[src/rtl/div_scheduler.sv]
// rtl/div_scheduler.sv - round-robin front end sharing one iterative 16-bit divider
module div_scheduler #(
  parameter int NUM_REQ = 4,
  parameter int TIMEOUT = 1023
) (
  input  logic                    clk,
  input  logic                    reset,
  input  logic [NUM_REQ-1:0]      req_valid,
  input  logic [16*NUM_REQ-1:0]   req_x,
  input  logic [16*NUM_REQ-1:0]   req_y,
  output logic [NUM_REQ-1:0]      req_ready,
  output logic [NUM_REQ-1:0]      resp_valid,
  output logic [15:0]             resp_q,
  output logic [15:0]             resp_r,
  output logic                    resp_err,
  output logic                    busy,
  output logic                    div_start,
  output logic [15:0]             div_x,
  output logic [15:0]             div_y,
  input  logic                    div_done,
  input  logic [15:0]             div_q,
  input  logic [15:0]             div_r
);

  localparam int IW = (NUM_REQ > 1) ? $clog2(NUM_REQ) : 1;
  // last WAIT count value before the op is abandoned
  localparam logic [15:0] TO_LAST = 16'(TIMEOUT - 1);

  typedef enum logic [2:0] {
    S_IDLE,
    S_ISSUE,
    S_WAIT,
    S_ERRZ,
    S_RESP
  } state_t;

  state_t        state_q, state_d;
  logic [IW-1:0] rr_q, rr_d;
  logic [IW-1:0] g_q, g_d;
  logic [15:0]   x_q, x_d;
  logic [15:0]   y_q, y_d;
  logic [15:0]   cnt_q, cnt_d;
  logic [15:0]   quo_q, quo_d;
  logic [15:0]   rem_q, rem_d;
  logic          err_q, err_d;

  logic [15:0]   xs [NUM_REQ];
  logic [15:0]   ys [NUM_REQ];
  logic          found;
  logic [IW-1:0] pick;
  logic [IW-1:0] cand;
  logic          grant;

  for (genvar i = 0; i < NUM_REQ; i++) begin : g_split
    assign xs[i] = req_x[16*i +: 16];
    assign ys[i] = req_y[16*i +: 16];
  end

  // first valid requester at or after the round-robin pointer, wrapping
  always_comb begin
    found = 1'b0;
    pick  = '0;
    cand  = '0;
    for (int k = 0; k < NUM_REQ; k++) begin
      cand = IW'((int'(rr_q) + k) % NUM_REQ);
      if (!found && req_valid[cand]) begin
        found = 1'b1;
        pick  = cand;
      end
    end
  end

  assign grant     = (state_q == S_IDLE) && found && !reset;
  assign busy      = (state_q != S_IDLE);
  assign div_start = (state_q == S_ISSUE);
  assign div_x     = x_q;
  assign div_y     = y_q;
  assign resp_q    = quo_q;
  assign resp_r    = rem_q;
  assign resp_err  = err_q;

  // one-hot accept and response pulses
  always_comb begin
    req_ready  = '0;
    resp_valid = '0;
    if (grant) begin
      req_ready[pick] = 1'b1;
    end
    if (state_q == S_RESP) begin
      resp_valid[g_q] = 1'b1;
    end
  end

  // operation sequencing: grant, start, wait for done or timeout, respond
  always_comb begin
    state_d = state_q;
    rr_d    = rr_q;
    g_d     = g_q;
    x_d     = x_q;
    y_d     = y_q;
    cnt_d   = cnt_q;
    quo_d   = quo_q;
    rem_d   = rem_q;
    err_d   = err_q;
    case (state_q)
      S_IDLE: begin
        if (grant) begin
          g_d     = pick;
          x_d     = xs[pick];
          y_d     = ys[pick];
          state_d = (ys[pick] == 16'd0) ? S_ERRZ : S_ISSUE;
        end
      end
      S_ISSUE: begin
        cnt_d   = 16'd0;
        state_d = S_WAIT;
      end
      S_WAIT: begin
        // a result arriving on the timeout cycle is still delivered
        if (div_done) begin
          quo_d   = div_q;
          rem_d   = div_r;
          err_d   = 1'b0;
          state_d = S_RESP;
        end else if (cnt_q == TO_LAST) begin
          quo_d   = 16'd0;
          rem_d   = 16'd0;
          err_d   = 1'b1;
          state_d = S_RESP;
        end else begin
          cnt_d = cnt_q + 16'd1;
        end
      end
      S_ERRZ: begin
        quo_d   = 16'hFFFF;
        rem_d   = x_q;
        err_d   = 1'b1;
        state_d = S_RESP;
      end
      S_RESP: begin
        rr_d    = (g_q == IW'(NUM_REQ - 1)) ? '0 : g_q + 1'b1;
        state_d = S_IDLE;
      end
      default: begin
        state_d = S_IDLE;
      end
    endcase
  end

  // state and datapath registers
  always_ff @(posedge clk) begin
    if (reset) begin
      state_q <= S_IDLE;
      rr_q    <= '0;
      g_q     <= '0;
      x_q     <= '0;
      y_q     <= '0;
      cnt_q   <= '0;
      quo_q   <= '0;
      rem_q   <= '0;
      err_q   <= 1'b0;
    end else begin
      state_q <= state_d;
      rr_q    <= rr_d;
      g_q     <= g_d;
      x_q     <= x_d;
      y_q     <= y_d;
      cnt_q   <= cnt_d;
      quo_q   <= quo_d;
      rem_q   <= rem_d;
      err_q   <= err_d;
    end
  end

endmodule

[config.mk]
export PLATFORM = sky130hd
export DESIGN_NAME = div_scheduler
export DESIGN_NICKNAME = d
export VERILOG_FILES = /design/src/rtl/div_scheduler.sv
export SDC_FILE = /design/constraint.sdc
export NUM_CORES = 1
export LEC_CHECK = 0
export ABC_CLOCK_PERIOD_IN_PS = 2100
export CORE_MARGIN = 5
export CORE_UTILIZATION = 30
export DETAILED_ROUTE_END_ITERATION = 10
export PLACE_DENSITY = 0.76
export SLEW_MARGIN = 30
export SYNTH_ARGS = -nofsm -noshare
export SYNTH_HDL_FRONTEND = slang
export SYNTH_SLANG_ARGS = --single-unit
export TNS_END_PERCENT = 10
[constraint.sdc]
create_clock -name clk -period 2.1 [get_ports clk]
set_input_delay 0.315 -clock clk [delete_from_list [all_inputs] [get_ports clk]]
set_output_delay 0.315 -clock clk [all_outputs]
set_load 0.01 [all_outputs]
Yosys cells after proc, flatten, opt, wreduce, memory -nomap -nowiden
Cells that the tools add are included.
- bitwise logic cells: 1
- order comparisons: 9
- reductions and logical operators: 20
- multiplexer cells: 45
- equality and inequality tests: 10
- add/subtract/negate cells: 5
- divide/modulo/power cells: 0
- multipliers: 0
- shift-type cells: 0
- operators with widths (operator ; count):
    $mux W16 ; 9
    $pmux W16 S2 ; 3
    $bmux W16 S2 ; 2
    $lt A2 B3 Y1 const B ; 6
    $add A16 B1 Y16 const B ; 1
    $eq A16 B10 Y1 const B ; 1
    $logic_not A16 Y1 ; 1
    $mux W1 ; 12
    $mux W2 ; 6
    $pmux W3 S4 ; 1
    $mux W3 ; 3
    $bmux W1 S2 ; 4
    $mux W4 ; 2
    $logic_and A1 B1 Y1 ; 7
    $eq A3 B2 Y1 const B ; 2
    $ne A2 B2 Y1 const B ; 3
    $reduce_and A2 Y1 ; 3
    $add A2 B1 Y2 const B ; 2
    $add A2 B2 Y2 const B ; 2
    $demux W1 S2 ; 2
    $ge A2 B1 Y1 const B ; 2
    $logic_not A1 Y1 ; 4
    $reduce_bool A2 Y1 ; 2
    $eq A3 B1 Y1 const B ; 1
    9 further kinds ; 9
- bits in registers: 88
- memory bits (read-only): 0
- word-level logic and storage cells: 99
- bits in latches: 0
- bits of input ports: 167
- bits in writable memories: 0
- memories: 0
- output and inout bits: 75

Longest topological paths before layout
- depth after elaboration: 20
- mapped depth: 11
- mapped depth without buffers: 10

Worst setup path after synthesis
Ideal clock, no wire load.
- path kind: input to output
- start: input port req_valid[0]
- end: output port req_ready[1]
- stages on the path: 9
- arrival time: 1.965 ns
- slack: -0.180 ns
- path through: nor2b_1 -> o21bai_1 -> o211a_1 -> buf_2 -> buf_2 -> buf_2 -> buf_1 -> nand2_1 -> nor2_1
- longest elaborated chain between the ends: 17
- elaborated cells between the ends (all ways): 30
- RTL lines (item ; line ; text):
    start: declaration ; 8 ; input logic [NUM_REQ-1:0] req_valid,
    $bmux W1 S2 ; 66 ; if (!found && req_valid[cand]) begin
    $mux W1 (implied by the code) ; 66 ;
    $mux W1 ; 66 ;
    $logic_not A1 Y1 ; 66 ;
    $logic_and A1 B1 Y1 ; 66 ;
    $mux W1 ; 66 ;
    $logic_not A1 Y1 ; 66 ;
    $logic_and A1 B1 Y1 ; 66 ;
    $mux W1 ; 66 ;
    $logic_not A1 Y1 ; 66 ;
    $logic_and A1 B1 Y1 ; 66 ;
    $mux W2 ; 66 ;
    $lt A2 B3 Y1 (implied by the code) or $ge A2 B1 Y1 (tied branches) ; 87 ; req_ready[pick] = 1'b1;
    $logic_and A1 B1 Y1 (implied by the code) ; 87 ;
    $mux W1 (implied by the code) ; 87 ;
    $demux W1 S2 ; 87 ;
    $mux W4 (*) ; 86 ; if (grant) begin
    end: declaration ; 11 ; output logic [NUM_REQ-1:0] req_ready,
Every way passes the cells marked *; elsewhere a longest branch is shown, timed or not. The select of a mux whose other input is x is not followed.

Worst setup path in the final report
- start: input port req_valid[2]
- end: output port req_ready[2]
Same word-level chain as after synthesis.

==> summary.md <==
| Metric | Value |
|---|---|
| Outcome | `finished with violations` |
| Failing checks | `setup timing` |
| Initial Util | `0.304` |
| Ports | `242` |
| Final Hold Viols | `0` |
| Cells along the critical path | `dlygate4sd2_1, nor2b_2, a211o_1, and2_4, buf_4, clkbuf_16, buf_4, and3_1, buf_2` |
| Largest family of logic cells by synthesized area | `simple AND/OR/NAND/NOR gates` |
| Aggregate global-route resource usage | `0.190` |
| Synth area leaders | `dfxtp_1 38%, nand2_1 11%, mux2i_1 10%` |
| WP data required | `approximately 1.8 ns` |
| Clk root buf | `clkbuf_16` |
| Final std cells w/o fill | `approximately 1100` |
| Crit path from | `req_valid[2]` |
| Num CTS Buffers | `9` |
| Worst-skew pair later-pin latency | `between 0.3 and 0.4 ns` |
| Max_slew headroom | `0.459` |
| Maxcap violations | `0` |
| #FFs+latches synth | `88` |
| Crit path largest cell delay | `0.29 ns` |
| Mux cell area share after synthesis | `0.108` |
| CTS tree | `done` |
| Via Count | `5276` |
| Slew @ Worst Pin | `0.812 ns` |
| Crit-path max FO | `6` |
| Synth Net Count | `about 770` |
| CTS clk-pin slew, worst paths | `~0.060 ns` |
| H-tree levels | `3` |
| DRC viols | `0` |
| Final setup fails | `3` |
| Row Count | `45` |
| Layout Area Growth over Synthesis | `75.9%` |
| Ant. Diodes | `0` |
| Worst path slowest cell | `a211o_1` |
| Hold path depth | `2` |
| Type of origin of the critical path | `input port` |
| Crit path kind | `input port to output port` |
| Initial antenna violation count | `0` |
| I/O Buffers | `241` |
| Slew Viols, Final | `0` |
| Hold Path Origin | `reset` |
| Worst setup margin | `-0.196 ns` |
| Placed Cells | `1035` |
| Core area | `15100 um2` |
| R2R depth | `10` |
| Fin nets | `1043` |
| R2R Path Start | `rr_q[0]$_SDFFE_PP0P_` |
| RSZ-0062 raised after global routing | `yes` |
| CP dominant cell by count | `buf_4` |
| Yosys top cell by area | `dfxtp_1` |
| Global-route wire length before repair | `26900 um` |
| Post-Synth Simple-Gate Area | `0.295` |
| Post-detailed-route wirelength per cell | `16.6 um` |
| Vias in the first global route | `5155` |
| Finished Core Util | `0.535` |
| Synth Area in XOR/XNOR | `0.0267` |
| Compound-Gate Fraction of Synth Area | `0.117` |
| Count of cell types in the netlist | `38` |
| Largest net degree at the start of global routing | `75` |
| Die Ht | `~130 um` |
| Power per standard cell area | `around 670 nW/um2` |
| Synth Area per Inst | `7.72 um2` |
| Reg-to-reg setup timing slack | `-0.17 ns` |
| Yosys warns | `0` |
| Fmax | `around 0.44 GHz` |
| Worst hold slack | `0.234 ns` |
| Total grt overflow | `0` |
| Die area | `17900 um2` |
| Crit path arrival time | `slightly below 2 ns` |
| Hold_buf cts | `0` |
| Seq/Total Area, Yosys | `0.384` |
| DP HPWL | `~13000 um` |
| Netlist Area Pre-Place | `4590 um2` |
| Clk_skew | `0.0141 ns` |
| Worst setup EP type | `output port` |
| Worst hold path type | `input port to flop` |
| Horiz. Die Dim | `134 um` |
| Final Cycle Share | `1.09` |
| Syn Inst Count | `594` |
| 1st-iter DRT viols | `roughly 240` |
| Reg2reg end | `state_q[1]$_SDFFE_PP0P_` |
| Post-synthesis adder-cell area fraction | `0.0164` |
| Clk sinks | `88` |
| Final ANT Viol Nets | `0` |
| Hold endpoint | `state_q[0]$_SDFFE_PP0P_` |
| Share of cells above drive strength 1 | `0.134` |
| Post-synth top area share | `0.384` |
| Placer congestion estimate | `0.832` |
| Leakage | `~3.2 nW` |
| CTS Buffer Depth | `2` |
| Drt first pass iters | `5` |
| Peak supply drop | `between 300 and 400 uV` |
| Via density | `4.97` |
| Routed wire length | `17700 um` |
| Fin crit period | `2.30 ns` |
==> routing by layer <==
| layer | up-vias | GRT usage | wire (um) |
|---|---|---|---|
| li1 | 2620 | - | - |
| met1 | 2390 | 0.230 | 7260 |
| met2 | 228 | 0.314 | 8490 |
| met3 | 38 | 0.0559 | 1370 |
| met4 | 0 | 0.0823 | 548 |
| met5 | - | 0 | 0 |
==> through the flow <==
step	power [mW]	setup TNS, ns	worst slack [ns]	area, um2
2_1_floorplan	2.70	-0.0212	-0.0183	4590
3_3_place_gp	3.72	-15.24	-0.797	7520
3_5_place_dp	3.74	-18.56	-0.895	7520
4_1_cts	5.42	-0.322	-0.199	7930
5_1_grt	5.70	-1.09	-0.307	8070
6_report	5.40	-0.526	-0.196	8070
==> timing repair <==
item                       in CTS  in global routing
gates resized for setup        40                 19
cloned                          1                  1
setup buffers                   6                  4
pin swaps                       6                 14
setup endpoints to repair      40                 49
==> synthesized netlist by cell type, drive strengths merged <==
library cell and count:
clkbuf 37, a21oi 37, o211a 1, nand4 5, and3 4, a211oi 16, mux2i 48, nand2b 1
and2 8, and4 2, or3 1, inv 5, a221oi 1, mux2 1, nor3b 2, buf 11
xnor2 4, o21bai 2, nand3 60, o21ai 1, nand2 129, nor3 20, o211ai 2, nor4 5
ha 6, a222oi 12, a2bb2oi 1, xor2 10, nor2b 6, nor4b 1, nor2 60, a311oi 4
a211o 1, or2 1, or3b 1, dfxtp 88
==> cell usage in the layout (no fill, tap or decap), types with 2 or more instances in the layout <==
cell,count
clkinv_4,2
buf_12,6
and4_1,2
clkinv_2,2
a222oi_1,12
and2_1,6
nor2b_2,2
buf_2,3
inv_1,4
nor4_2,2
and2_4,2
nor2_2,2
o21bai_1,2
nor2b_1,3
nor2_1,57
nand4_1,5
xor2_1,10
xnor2_1,4
a311oi_1,4
ha_1,6
a211oi_1,16
nand2_1,128
buf_4,60
a21oi_1,36
clkdlybuf4s50_1,227
o211ai_1,2
buf_6,3
dfxtp_1,86
nor4_1,2
dlygate4sd2_1,9
clkbuf_16,10
nor3_1,19
nand3_1,60
mux2i_1,47
dfxtp_2,2
and3_1,3
==> sequential cells by signal, indices dropped and copies added, names as in the netlist <==
| name | cells |
|---|---|
| rr_q | 2 |
| div_x | 16 |
| g_q | 2 |
| state_q | 3 |
| resp_err | 1 |
| resp_q | 16 |
| div_y | 16 |
| cnt_q | 16 |
| resp_r | 16 |
==> report_power, final <==
part / total [mW] / internal [mW] / switching [mW]
clock network: 1.64 / 0.949 / 0.688
registers: 1.96 / 1.83 / 0.127
logic: 1.80 / 0.989 / 0.813
total: 5.40 / 3.77 / 1.63
==> area by class of cell <==
type / count / area (um2)
flip-flops and latches: 88 / 1760
clock inverters: 5 / 57.6
repair buffers: 313 / 3060
well taps: 188 / 235
multi-input cells: 453 / 2690
clock buffers: 10 / 239
fillers: 1422 / 7020
inverters: 5 / 18.8
==> worst max path at each step <==
stage	endpoint	slack (ns)	depth (start not counted)
finish	req_ready[2]	-0.20	9
floorplan	state_q[1]$_SDFFE_PP0P_	-0.02	9
CTS	state_q[1]$_SDFFE_PP0P_	-0.20	11
detailed placement	state_q[1]$_SDFFE_PP0P_	-0.90	10
global route	state_q[1]$_SDFFE_PP0P_	-0.31	11
global placement	state_q[1]$_SDFFE_PP0P_	-0.80	10
==> critical path, delay by kind of cell <==
kind	cells	cell delay, ns
buffers and inverters	5	0.88
and+or+nand+nor	3	0.50
AOI/OAI and AO/OA	1	0.29
==> logic make-up (layout without fill, tap and decap cells) <==
group | count (synthesis) | in the layout
and+or+nand+nor | 306 | 306
DFF | 88 | 88
AOI/OAI and AO/OA | 78 | 78
buffers and inverters | 53 | 333
muxes | 49 | 49
xor gates and xnor gates | 14 | 14
adders and majority gates | 6 | 6
No activity file was read; power rests on OpenSTA's default activity.
